**src/rtl/absorb_if.sv**
```systemverilog
// Handshake and control bundle between the SHAKE absorb controller and its surroundings:
// the message source, the padding/state-XOR path and the permutation core.
interface absorb_if #(
  parameter int LEN_WIDTH = 32,
  parameter int RVB_WIDTH = 4
);
  logic                 start_i;
  logic                 mode_i;
  logic [LEN_WIDTH-1:0] msg_len_i;
  logic                 in_valid_i;
  logic                 in_ready_o;
  logic                 word_valid_o;
  logic                 word_ready_i;
  logic [RVB_WIDTH-1:0] remaining_valid_bytes_o;
  logic                 padding_enable_o;
  logic                 last_word_in_block_o;
  logic                 padding_reset_o;
  logic                 perm_start_o;
  logic                 perm_done_i;
  logic                 busy_o;
  logic                 done_o;

  modport master (
    output start_i, mode_i, msg_len_i, in_valid_i, word_ready_i, perm_done_i,
    input  in_ready_o, word_valid_o, remaining_valid_bytes_o, padding_enable_o,
           last_word_in_block_o, padding_reset_o, perm_start_o, busy_o, done_o
  );

  modport slave (
    input  start_i, mode_i, msg_len_i, in_valid_i, word_ready_i, perm_done_i,
    output in_ready_o, word_valid_o, remaining_valid_bytes_o, padding_enable_o,
           last_word_in_block_o, padding_reset_o, perm_start_o, busy_o, done_o
  );
endinterface

```
**src/rtl/absorb_controller.sv**
```systemverilog
// SHAKE absorb sequencer: walks a byte-length message through the padding generator one
// 64-bit word at a time, counts words per rate block and triggers the Keccak permutation.
//
//   state     | meaning
//   S_IDLE    | waiting for start_i
//   S_ABSORB  | presenting message / padding words to the state-XOR path
//   S_PERMUTE | block handed to the permutation, waiting for perm_done_i
//   S_FINISH  | final block permuted, one-cycle done_o
module absorb_controller #(
  parameter int LEN_WIDTH     = 32,
  parameter int RATE128_WORDS = 21,
  parameter int RATE256_WORDS = 17,
  parameter int W_BYTE_SIZE   = 8
) (
  input logic     clk,
  input logic     rst_n,
  absorb_if.slave bus
);

  localparam int W_BYTE_WIDTH = $clog2(W_BYTE_SIZE);
  localparam int RVB_W        = W_BYTE_WIDTH + 1;
  localparam int MAX_RATE     = (RATE128_WORDS > RATE256_WORDS) ? RATE128_WORDS : RATE256_WORDS;
  localparam int CNT_W        = $clog2(MAX_RATE);

  typedef enum logic [1:0] {
    S_IDLE,
    S_ABSORB,
    S_PERMUTE,
    S_FINISH
  } state_t;

  state_t               r_state, w_state_nxt;
  logic [LEN_WIDTH-1:0] r_rem, w_rem_nxt;
  logic [CNT_W-1:0]     r_word_cnt, w_word_cnt_nxt;
  logic                 r_rate_sel, w_rate_sel_nxt;
  logic                 r_pad_started, w_pad_started_nxt;

  logic                 w_need_input;
  logic                 w_short;
  logic [RVB_W-1:0]     w_rvb;
  logic [CNT_W-1:0]     w_last_idx;
  logic                 w_last;
  logic                 w_word_valid;
  logic                 w_in_ready;
  logic                 w_pad_en;
  logic                 w_last_out;
  logic [RVB_W-1:0]     w_rvb_out;
  logic                 w_perm_start;
  logic                 w_done;

  assign w_need_input = (r_rem != '0);
  assign w_short      = (r_rem < LEN_WIDTH'(W_BYTE_SIZE));
  assign w_rvb        = w_short ? r_rem[RVB_W-1:0] : RVB_W'(W_BYTE_SIZE);
  assign w_last_idx   = r_rate_sel ? CNT_W'(RATE256_WORDS - 1) : CNT_W'(RATE128_WORDS - 1);
  assign w_last       = (r_word_cnt == w_last_idx);

  always_ff @(posedge clk) begin
    if (!rst_n) begin
      r_state       <= S_IDLE;
      r_rem         <= '0;
      r_word_cnt    <= '0;
      r_rate_sel    <= 1'b0;
      r_pad_started <= 1'b0;
    end else begin
      r_state       <= w_state_nxt;
      r_rem         <= w_rem_nxt;
      r_word_cnt    <= w_word_cnt_nxt;
      r_rate_sel    <= w_rate_sel_nxt;
      r_pad_started <= w_pad_started_nxt;
    end
  end

  always_comb begin
    w_state_nxt       = r_state;
    w_rem_nxt         = r_rem;
    w_word_cnt_nxt    = r_word_cnt;
    w_rate_sel_nxt    = r_rate_sel;
    w_pad_started_nxt = r_pad_started;
    w_word_valid      = 1'b0;
    w_in_ready        = 1'b0;
    w_pad_en          = 1'b0;
    w_last_out        = 1'b0;
    w_rvb_out         = '0;
    w_perm_start      = 1'b0;
    w_done            = 1'b0;

    case (r_state)
      S_IDLE: begin
        if (bus.start_i) begin
          w_state_nxt       = S_ABSORB;
          w_rem_nxt         = bus.msg_len_i;
          w_rate_sel_nxt    = bus.mode_i;
          w_word_cnt_nxt    = '0;
          w_pad_started_nxt = 1'b0;
        end
      end
      S_ABSORB: begin
        // Once the message is exhausted, padding words are emitted without waiting on input.
        w_word_valid = w_need_input ? bus.in_valid_i : 1'b1;
        w_in_ready   = w_need_input & bus.word_ready_i;
        w_pad_en     = w_short;
        w_last_out   = w_last;
        w_rvb_out    = w_rvb;
        if (w_word_valid && bus.word_ready_i) begin
          w_rem_nxt = r_rem - LEN_WIDTH'(w_rvb);
          if (w_short) w_pad_started_nxt = 1'b1;
          if (w_last) begin
            w_word_cnt_nxt = '0;
            w_perm_start   = 1'b1;
            w_state_nxt    = S_PERMUTE;
          end else begin
            w_word_cnt_nxt = r_word_cnt + CNT_W'(1);
          end
        end
      end
      S_PERMUTE: begin
        if (bus.perm_done_i) w_state_nxt = r_pad_started ? S_FINISH : S_ABSORB;
      end
      S_FINISH: begin
        w_done      = 1'b1;
        w_state_nxt = S_IDLE;
      end
      default: w_state_nxt = S_IDLE;
    endcase
  end

  // Outputs are forced low while reset is held so a mid-message abort is visible at once.
  assign bus.word_valid_o            = rst_n & w_word_valid;
  assign bus.in_ready_o              = rst_n & w_in_ready;
  assign bus.padding_enable_o        = rst_n & w_pad_en;
  assign bus.last_word_in_block_o    = rst_n & w_last_out;
  assign bus.remaining_valid_bytes_o = rst_n ? w_rvb_out : '0;
  assign bus.perm_start_o            = rst_n & w_perm_start;
  assign bus.done_o                  = rst_n & w_done;
  assign bus.busy_o                  = rst_n & (r_state != S_IDLE);
  assign bus.padding_reset_o         = !rst_n | ((r_state == S_IDLE) & bus.start_i);

endmodule

```
**src/flat_wrapper.sv**
```systemverilog
// flat-port wrapper written by rule: the top's interface ports become plain ports
module absorb_controller_flat 
#(
  parameter int LEN_WIDTH     = 32,
  parameter int RATE128_WORDS = 21,
  parameter int RATE256_WORDS = 17,
  parameter int W_BYTE_SIZE   = 8
)
  (clk, rst_n, bus_start_i, bus_mode_i, bus_msg_len_i, bus_in_valid_i, bus_word_ready_i, bus_perm_done_i, bus_in_ready_o, bus_word_valid_o, bus_remaining_valid_bytes_o, bus_padding_enable_o, bus_last_word_in_block_o, bus_padding_reset_o, bus_perm_start_o, bus_busy_o, bus_done_o);
  absorb_if #(.LEN_WIDTH(LEN_WIDTH), .RVB_WIDTH(4)) bus_i ();
  input logic clk;
  input logic rst_n;
  input wire logic [$bits(bus_i.start_i)-1:0] bus_start_i;
  input wire logic [$bits(bus_i.mode_i)-1:0] bus_mode_i;
  input wire logic [$bits(bus_i.msg_len_i)-1:0] bus_msg_len_i;
  input wire logic [$bits(bus_i.in_valid_i)-1:0] bus_in_valid_i;
  input wire logic [$bits(bus_i.word_ready_i)-1:0] bus_word_ready_i;
  input wire logic [$bits(bus_i.perm_done_i)-1:0] bus_perm_done_i;
  output wire logic [$bits(bus_i.in_ready_o)-1:0] bus_in_ready_o;
  output wire logic [$bits(bus_i.word_valid_o)-1:0] bus_word_valid_o;
  output wire logic [$bits(bus_i.remaining_valid_bytes_o)-1:0] bus_remaining_valid_bytes_o;
  output wire logic [$bits(bus_i.padding_enable_o)-1:0] bus_padding_enable_o;
  output wire logic [$bits(bus_i.last_word_in_block_o)-1:0] bus_last_word_in_block_o;
  output wire logic [$bits(bus_i.padding_reset_o)-1:0] bus_padding_reset_o;
  output wire logic [$bits(bus_i.perm_start_o)-1:0] bus_perm_start_o;
  output wire logic [$bits(bus_i.busy_o)-1:0] bus_busy_o;
  output wire logic [$bits(bus_i.done_o)-1:0] bus_done_o;
  assign bus_i.start_i = bus_start_i;
  assign bus_i.mode_i = bus_mode_i;
  assign bus_i.msg_len_i = bus_msg_len_i;
  assign bus_i.in_valid_i = bus_in_valid_i;
  assign bus_i.word_ready_i = bus_word_ready_i;
  assign bus_i.perm_done_i = bus_perm_done_i;
  assign bus_in_ready_o = bus_i.in_ready_o;
  assign bus_word_valid_o = bus_i.word_valid_o;
  assign bus_remaining_valid_bytes_o = bus_i.remaining_valid_bytes_o;
  assign bus_padding_enable_o = bus_i.padding_enable_o;
  assign bus_last_word_in_block_o = bus_i.last_word_in_block_o;
  assign bus_padding_reset_o = bus_i.padding_reset_o;
  assign bus_perm_start_o = bus_i.perm_start_o;
  assign bus_busy_o = bus_i.busy_o;
  assign bus_done_o = bus_i.done_o;
  absorb_controller #(.LEN_WIDTH(LEN_WIDTH), .RATE128_WORDS(RATE128_WORDS), .RATE256_WORDS(RATE256_WORDS), .W_BYTE_SIZE(W_BYTE_SIZE)) u_core (.clk(clk), .rst_n(rst_n), .bus(bus_i));
endmodule
```
**config.mk**
```make
export PLATFORM = sky130hd
export DESIGN_NAME = absorb_controller_flat
export DESIGN_NICKNAME = d
export VERILOG_FILES = /design/src/rtl/absorb_if.sv /design/src/rtl/absorb_controller.sv /design/src/flat_wrapper.sv
export SDC_FILE = /design/constraint.sdc
export NUM_CORES = 1
export LEC_CHECK = 0
export CAP_MARGIN = 20
export CORE_MARGIN = 4
export CORE_UTILIZATION = 57
export DETAILED_ROUTE_END_ITERATION = 8
export PLACE_DENSITY = 0.95
export SYNTH_ARGS = -nofsm -noshare
export SYNTH_HDL_FRONTEND = slang
export SYNTH_SLANG_ARGS = --single-unit
```
**constraint.sdc**
```tcl
create_clock -name clk -period 4.4 [get_ports clk]
set_input_delay 0.88 -clock clk [delete_from_list [all_inputs] [get_ports clk]]
set_output_delay 0.88 -clock clk [all_outputs]
set_load 0.02 [all_outputs]
```
==> results.ini <==
[synth]
synth_edf_count=0
synth_fp_nets=390
syn_area_per_cell_um2=7.84
ys_seq_area_share_pct=30.1
synthFlopType=dfxtp_1
ys_ff_latch=41
yosys_warnings=0
synth-async-reset-ratio_pct=0
synth.distinct_cells=59
synth_area_mm2=0.00273
synthCells=348

[power_and_ir_drop]
power.share.sequential_pct=38.6
p_clk_share_pct=26.2
p_per_area_mw_per_mm2=353
internal-power_uw=745
p_comb_share_pct=35.2
ir_worst_vdd_mv=0.228
power.switching_uw=444
swShare_pct=37.4
cellLeakagePower_nw=1.19

[route]
post_drt_wl_per_cell_um=18.4
finalWirelength_um=8160
drt_first_iter_violations=409
vias_per_cell=6.98
detail-route-antenna-nets=0
dr.pass1.iters=6
drc=0
dr_total_vias=3091

[global_route]
overflow=0
antenna_found_initial=0
grt_pass1_wl_um=13900
gr-usage-all-layers_pct=28.0
grt_pass1_vias=2946
grt_max_degree=38

[setup_path]
cp_slowest_stage_delay_ns=0.65
cp_slowest_cell=clkdlybuf4s50_1
worstPathArrival_ns=3.02
crit_chain=or4_1, nor4_2, a41oi_2, nor3_1, clkdlybuf4s50_1
critPathMaxFanout=7
path_class=register to primary output
end_kind=primary output
worstSetupStartpointType=register
worstPathRequired_ns=3.52

[placement]
portBuffers=50
placed_area_mm2=0.00325
place_congestion=0.873
post-dp-hpwl_um=5550
dp_slack_ns=0.743

[die]
die-area_mm2=0.00596
die_y_um=77.2
initial_utilization_pct=60.6
io_pins=51
die_w_um=77.2
rows=24
coreArea_mm2=0.00450

[cells_and_area]
finalInstanceArea_mm2=0.00336
diodes=0
post-route-util_pct=74.7
syn2layout_area_growth_pct=23.3
final_nets=432
drive_above_1_share_pct=8.44

[timing]
rsz0062_at_grt=no
slew_headroom_pct=29.3
final.min_clock_period_ns=3.90
holdWs_ns=0.484
post-route-period-util_pct=88.5
clock_skew_ns=0.0204
finalHoldViolations=0
tightest_slew_ns=1.06
finalSetupViolCount=0
drv_slew=0
fmax_mhz=257
fin_setup_tns_ns=0
layout_setup_ws_ns=0.505

[hold_path]
hold_class=register to register

[run]
cap_violations=0

[status]
status=finished, final reports clean

[clocking]
clock_sinks=41
worstSkewPairLatency_ns=0.31
cts.reportedPaths.clkPinSlew_ns=0.09
numCtsBuffers=5
root_buffer=clkbuf_8
cts_htree_levels=2
cts_hold_buf=0
ctsResizeCount=0
cts_buffer_depth=2
cts_setup_buffers=0
cts_tree=done

cells by family after synthesis:
family	Yosys count	synth area share [%]
AND/OR/NAND/NOR	145	29.2
AO/OA/AOI/OAI	121	32.3
flip-flops	41	30.1
buffers and inverters	31	4.82
XOR/XNOR	4	1.28
adder cells (fa/ha/maj)	3	1.38
multiplexers	2	0.734
other	1	0.137
metal layers:
layer,GRT usage [%],vias to the layer above,wire (um)
li1,-,1432,-
met1,36.0,1424,3340
met3,5.27,30,736
met5,0,-,0
met4,13.0,0,216
met2,45.0,205,3870
placed cells by master (no fill, tap or decap), drive strengths merged, types with 3 or more instances in the layout:
master          n
a211oi         19
a21oi          22
a311oi          7
a31oi           4
a41oi           5
and2            7
and3            4
and4            7
buf             8
clkbuf          5
clkdlybuf4s50  50
dfxtp          41
ha              3
inv             9
nand2          28
nand2b          3
nand3           8
nand4b          3
nor2           35
nor2b           3
nor3           19
nor4           10
o211ai          3
o21a            3
o21ai          22
o221ai          6
o22ai           8
o31ai           7
o32ai           3
or2             4
or3             6
or4             5
xor2            3
power groups by stage:
stage               clock network [mW]  registers [mW]  logic, mW
global route                     0.329           0.466      0.458
floorplan                            0           0.452      0.295
global placement                     0           0.461      0.393
finish                           0.311           0.459      0.418
CTS                              0.314           0.457      0.407
detailed placement                   0           0.464      0.404
through the flow:
step                      cells  power, mW
final                       443       1.19
after global routing        443       1.25
after CTS                   443       1.18
after detailed placement    435      0.868
after global placement      435      0.854
after floorplan             348      0.748
state kept, by name, indices dropped and copies added (netlist names):
register / flops
u_core.r_pad_started: 1
u_core.r_rate_sel: 1
u_core.r_rem: 32
u_core.r_state: 2
u_core.r_word_cnt: 5
worst paths after layout:
check / start / to / slack [ns] / cells after the start
min: u_core.r_rem[21]$_SDFFE_PN0P_ / u_core.r_rem[21]$_SDFFE_PN0P_ / 0.48 / 2
max: u_core.r_rem[27]$_SDFFE_PN0P_ / bus_perm_start_o / 0.50 / 5
max reg2reg: u_core.r_rem[27]$_SDFFE_PN0P_ / u_core.r_rem[26]$_SDFFE_PN0P_ / 1.22 / 6
min reg2reg: u_core.r_rem[21]$_SDFFE_PN0P_ / u_core.r_rem[21]$_SDFFE_PN0P_ / 0.48 / 2
cells in the mapped netlist (8+ instances only):
cell type	count	area share, %
a211oi_1	19	5.2
a21oi_1	22	4.0
clkbuf_1	15	2.1
dfxtp_1	41	30
inv_1	8	1.1
nand2_1	27	3.7
nand3_1	8	1.5
nor2_1	35	4.8
nor3_1	19	3.5
o21ai_0	19	3.5
o22ai_1	8	1.8
critical path: cells and delay by family (launching register included):
| kind | cells | cell delay [ns] |
|---|---|---|
| AND/OR/NAND/NOR | 3 | 1.38 |
| buffers and inverters | 1 | 0.65 |
| flip-flops | 1 | 0.37 |
| AO/OA/AOI/OAI | 1 | 0.31 |
layout make-up:
type | instances | area, um2
sequential | 41 | 821
clock buffer | 5 | 68.8
timing repair buffer | 58 | 561
inverter | 8 | 30.0
fill | 339 | 1140
tap | 52 | 65.1
clock inverter | 3 | 43.8
multi-input combinational | 276 | 1780
No activity file was read; power rests on OpenSTA's default activity.
==> patch 1, RTL diff (same settings) <==
`LEN_WIDTH` is set to 32 in 3 places; all go to 64.
--- a/src/rtl/absorb_if.sv
+++ b/src/rtl/absorb_if.sv
@@ -3,3 +3,3 @@
 interface absorb_if #(
-  parameter int LEN_WIDTH = 32,
+  parameter int LEN_WIDTH = 64,
   parameter int RVB_WIDTH = 4
--- a/src/rtl/absorb_controller.sv
+++ b/src/rtl/absorb_controller.sv
@@ -9,3 +9,3 @@
 module absorb_controller #(
-  parameter int LEN_WIDTH     = 32,
+  parameter int LEN_WIDTH     = 64,
   parameter int RATE128_WORDS = 21,
--- a/src/flat_wrapper.sv
+++ b/src/flat_wrapper.sv
@@ -3,3 +3,3 @@
 #(
-  parameter int LEN_WIDTH     = 32,
+  parameter int LEN_WIDTH     = 64,
   parameter int RATE128_WORDS = 21,
Interface: changed (resized bus_msg_len_i); port bits go from 51 to 83. The function was not compared with the original's and may differ.
==> patch 1 against the unedited design <==
Routed wire length increased by 92%. Synthesized area increased by 71%. Maximum frequency decreased by 6.1%. Final area increased by 72%. Combinational power increased by 63%. Largest cell class unchanged. Global-route usage increased by 3.0 points. Sequential cell count increased by 32. Worst setup slack got worse by 0.25 ns. Power increased by 73%. Critical endpoint is now bus_remaining_valid_bytes_o[2]. Core utilization decreased by 0.87 points.
==> patch 1: results (changes against the unedited design) <==
status=finished clean (unchanged); met1 usage=40.9% (was 36.0%); Mapped Cells=610 (was 348); max incr delay on CP=0.63 ns (was 0.65 ns); total CTS buffers=9 (was 5); Setup Skew=0.0118 ns (was 0.0204 ns); grt met3 use=6.36% (was 5.27%); largest net degree at the start of global routing=47 (was 38); CP max FO=9 (was 7); Worst-Skew Late Latency=0.35 ns (was 0.31 ns); vias in the first global route=5169 (was 2946); dpl ws=0.355 ns (was 0.743 ns); fillers=568 (was 339); post-synth cell types=69 (was 59); detailed placement HPWL=10600 µm (was 5550 µm); largest registers=u_core.r_rem x64, u_core.r_word_cnt x5, u_core.r_state x2 (was u_core.r_rem x32, u_core.r_word_cnt x5, u_core.r_state x2); list of most frequent post-synthesis cells=dfxtp_1, nor2_1, o21ai_0, nand2_1, a21oi_1 (was dfxtp_1, nor2_1, nand2_1, a21oi_1); Syn Nets=684 (was 390); crit path DAT=3.27 ns (was 3.02 ns); Area contributors post-synth=dfxtp_1, o21ai_0, a311oi_1, nor2_1, a21oi_1 (was dfxtp_1, a211oi_1, nor2_1, a21oi_1, nand2_1); CP max-delay cell=or4_4 (was clkdlybuf4s50_1); Cells after DPL=762 (was 435); Max VDD drop=0.183 mV (was 0.228 mV); Worst Tran Pin Value=0.991 ns (was 1.06 ns); First DRT Iteration DRCs=718 (was 409); gpl congestion=0.926 (was 0.873); Pre-antenna DRT Iters=7 (was 6)
-- patch 1: cell types whose count changed after synthesis, sizes merged, moves of 11 or more --
cell    before  now
nor3        19   38
a21oi       22   44
nor4        10   26
dfxtp       41   73
clkbuf      15   34
nand4        1   12
nor2        35   61
a311oi       7   26
o21ai       22   54
nand2       28   48
-- patch 1: layer usage --
metal / wire, µm / vias up / part of all wire, %
li1: - / 2479 / -
met1: 6060 / 2538 / 39
met2: 7070 / 450 / 45
met3: 1890 / 73 / 12
met4: 648 / 0 / 4.1
met5: 0 / - / 0
-- patch 1: worst max-delay path: cells and delay by family (launching register included) --
| kind | cells | cell delay (ns) |
|---|---|---|
| and+or+nand+nor | 6 | 1.95 |
| buffers and inverters | 1 | 0.60 |
| DFF | 1 | 0.37 |
-- patch 1: cell families after synthesis --
family / after synthesis / synth area share, %
XOR/XNOR: 5 / 0.941
AO/OA/AOI/OAI: 206 / 30.2
flip-flops: 73 / 31.4
AND/OR/NAND/NOR: 261 / 30.1
adder cells (fa/ha/maj): 3 / 0.807
buffers and inverters: 53 / 4.71
multiplexers: 8 / 1.75
other: 1 / 0.0806
-- patch 1: final cells by class --
class / count / share of cell area, %
inverter: 6 / 0.389
timing repair buffer: 99 / 16.9
clock inverter: 6 / 1.14
sequential: 73 / 25.2
multi-input combinational: 484 / 51.8
clock buffer: 10 / 2.38
tap: 102 / 2.20
-- patch 1: final timing paths --
kind	from	end	slack, ns	depth (start not counted)
min	u_core.r_rate_sel	u_core.r_rate_sel	0.49	2
max reg2reg	u_core.r_rem[4]	u_core.r_rem[50]	0.68	12
min reg2reg	u_core.r_rate_sel	u_core.r_rate_sel	0.49	2
max	u_core.r_rem[4]	bus_remaining_valid_bytes_o[2]	0.25	7
-- patch 1: power by group through the flow --
stage / registers [mW] / logic, mW / clock network [mW]
finish: 0.823 / 0.683 / 0.551
global route: 0.832 / 0.733 / 0.586
CTS: 0.816 / 0.650 / 0.553
detailed placement: 0.830 / 0.643 / 0
global placement: 0.823 / 0.617 / 0
floorplan: 0.806 / 0.443 / 0
-- patch 1: metrics by stage --
| stage | area, µm² | hold WS [ns] | utilization, % |
|---|---|---|---|
| floorplan | 4650 | 0.439 | - |
| global placement | 5530 | 0.453 | 70.4 |
| detailed placement | 5550 | 0.476 | 70.8 |
| CTS | 5760 | 0.492 | 73.4 |
| global route | 5790 | 0.514 | 73.8 |
| finish | 5790 | 0.489 | 73.8 |
-- patch 1: timing repair --
action                                  CTS  global route
gates resized for setup                   0             6
endpoints found under the setup margin    1             5
setup buffers                             0             2
endpoints found under the hold margin     0             0
pin swaps                                 1             1
==> patch 2, RTL diff (same flow settings) <==
Without the edit above. Reset style: asynchronous (`rst_n`), changed in one clocked block.
--- a/src/rtl/absorb_controller.sv
+++ b/src/rtl/absorb_controller.sv
@@ -56,3 +56,3 @@
 
-  always_ff @(posedge clk) begin
+  always_ff @(posedge clk or negedge rst_n) begin
     if (!rst_n) begin
Behaviour: no difference found for any inputs over 4 cycles, from zero or initial values and one cycle with rst_n low; that may be too few to reach the edited logic, so the function may still have changed.
==> patch 2 against the unedited design <==
Critical path depth is 1 higher. Critical path type unchanged. Final area decreased by 0.74%. Synthesized cell count shrank 3.4%. Power rose by 43%. Worst setup slack got worse by 0.19 ns. First-iteration DRC count decreased by 4.9%. Via count down 4.7%. Routed wire length about the same. Sequential power is 61% higher. Clock skew down 0.015 ns. Sequential share of layout area rose by 6.3 points. Synthesized area up 0.37%. Sequential cell count unchanged. Highest routed layer unchanged.
==> patch 2: results (changes against the unedited design) <==
Congestion Overflow GR=0 (unchanged); fraction of the mapped netlist area in adder cells=1.37% (was 1.38%); Area contributors post-synth=dfrtp_1, nor2_1, a21oi_1, nand2_1, o21ai_0 (was dfxtp_1, a211oi_1, nor2_1, a21oi_1, nand2_1); Setup Skew=0.00572 ns (was 0.0204 ns); Pre-antenna DRT Iters=6 (unchanged); top cell type's share of synthesized area=37.5% (was 30.1%); post-synth cell types=54 (was 59); gpl congestion=0.912 (was 0.873); Leak=1.32 nW (was 1.19 nW); placed cell areas=3250 µm² (about the same); CP max FO=6 (was 7); Mapped Cells=336 (was 348); FF-to-FF setup slack=1.31 ns (was 1.22 ns); max incr delay on CP=0.67 ns (was 0.65 ns); minimum clock period after layout=4.09 ns (was 3.90 ns); H-tree Lvls=2 (unchanged); Cells after DPL=422 (was 435); PortBufs=50 (unchanged); crit path DAT=3.21 ns (was 3.02 ns); yosys warns=0 (unchanged); list of most frequent post-synthesis cells=nor2_1, dfrtp_1, nand2_1, a21oi_1, o21ai_0 (was dfxtp_1, nor2_1, nand2_1, a21oi_1); first-pass GRT wire length=13500 µm (was 13900 µm); Worst slew margin=31.0% (was 29.3%); hold_sp=u_core.r_word_cnt[4] (was u_core.r_rem[21]); status=finished clean (unchanged); detailed placement HPWL=5680 µm (was 5550 µm); CP max-delay cell=or4_1 (was clkdlybuf4s50_1); combinational share of power=41.4% (was 35.2%); CP Launch Point=u_core.r_rem[26] (was u_core.r_rem[27]); Net Sw Frac=44.8% (was 37.4%); vias in the first global route=2807 (was 2946); Hold Path Depth=1 (was 2); dpl ws=0.661 ns (was 0.743 ns); wire per inst=19.0 µm (was 18.4 µm); clk slew on worst S/H paths=0.07 ns (was 0.09 ns); fillers=345 (was 339); Synth Area in XOR/XNOR=0.640% (was 1.28%); largest net degree at the start of global routing=31 (was 38); final WL=8160 µm (about the same); Max VDD drop=0.357 mV (was 0.228 mV); GRT Util Overall=27.6% (was 28.0%); layout cell share with drive strength beyond 1=6.63% (was 8.44%); Synth Area in Compound Gates=28.5% (was 32.3%); Syn Nets=378 (was 390); Hold WS=0.495 ns (was 0.484 ns); total number of vias=2945 (was 3091); end of the worst hold path=u_core.r_word_cnt[4] (was u_core.r_rem[21]); initial antenna violation count=0 (unchanged); r2r worst-path depth=7 (was 6); reg2reg end=u_core.r_rem[29] (was u_core.r_rem[26]); Worst R2R Start=u_core.r_rem[26] (was u_core.r_rem[27]); Final nets=419 (was 432); First DRT Iteration DRCs=389 (was 409); critical path's top delay family=simple AND/OR/NAND/NOR gates (unchanged); Post-synth top flop=dfrtp_1 (was dfxtp_1); mux share of post-synthesis cell area=0.366% (was 0.734%); post-synthesis async set-or-reset flop share=100% (was 0%); sequential element share of the synthesized area=37.5% (was 30.1%); total CTS buffers=5 (unchanged)
## patch 2: routing by layer
layer	routed length [µm]	track usage (%)	part of all wire [%]
met5	0	0	0
met3	792	6.91	9.7
met4	224	11.2	2.7
met1	3170	34.8	39
met2	3970	45.3	49
## patch 2: final cells by class
| type | count | area [µm²] | area share [%] |
|---|---|---|---|
| multi-input cells | 270 | 1610 | 48.3 |
| flip-flops and latches | 41 | 1030 | 30.7 |
| repair buffers | 55 | 533 | 16.0 |
| clock buffers | 7 | 86.3 | 2.59 |
| well taps | 52 | 65.1 | 1.95 |
| inverters | 4 | 15.0 | 0.450 |
## patch 2: power groups by stage
stage	clock network (mW)	logic (mW)	registers, mW
6_report	0.254	0.703	0.741
5_1_grt	0.279	0.773	0.760
4_1_cts	0.258	0.686	0.727
3_5_place_dp	0	0.680	0.733
3_3_place_gp	0	0.653	0.721
2_1_floorplan	0	0.527	0.667
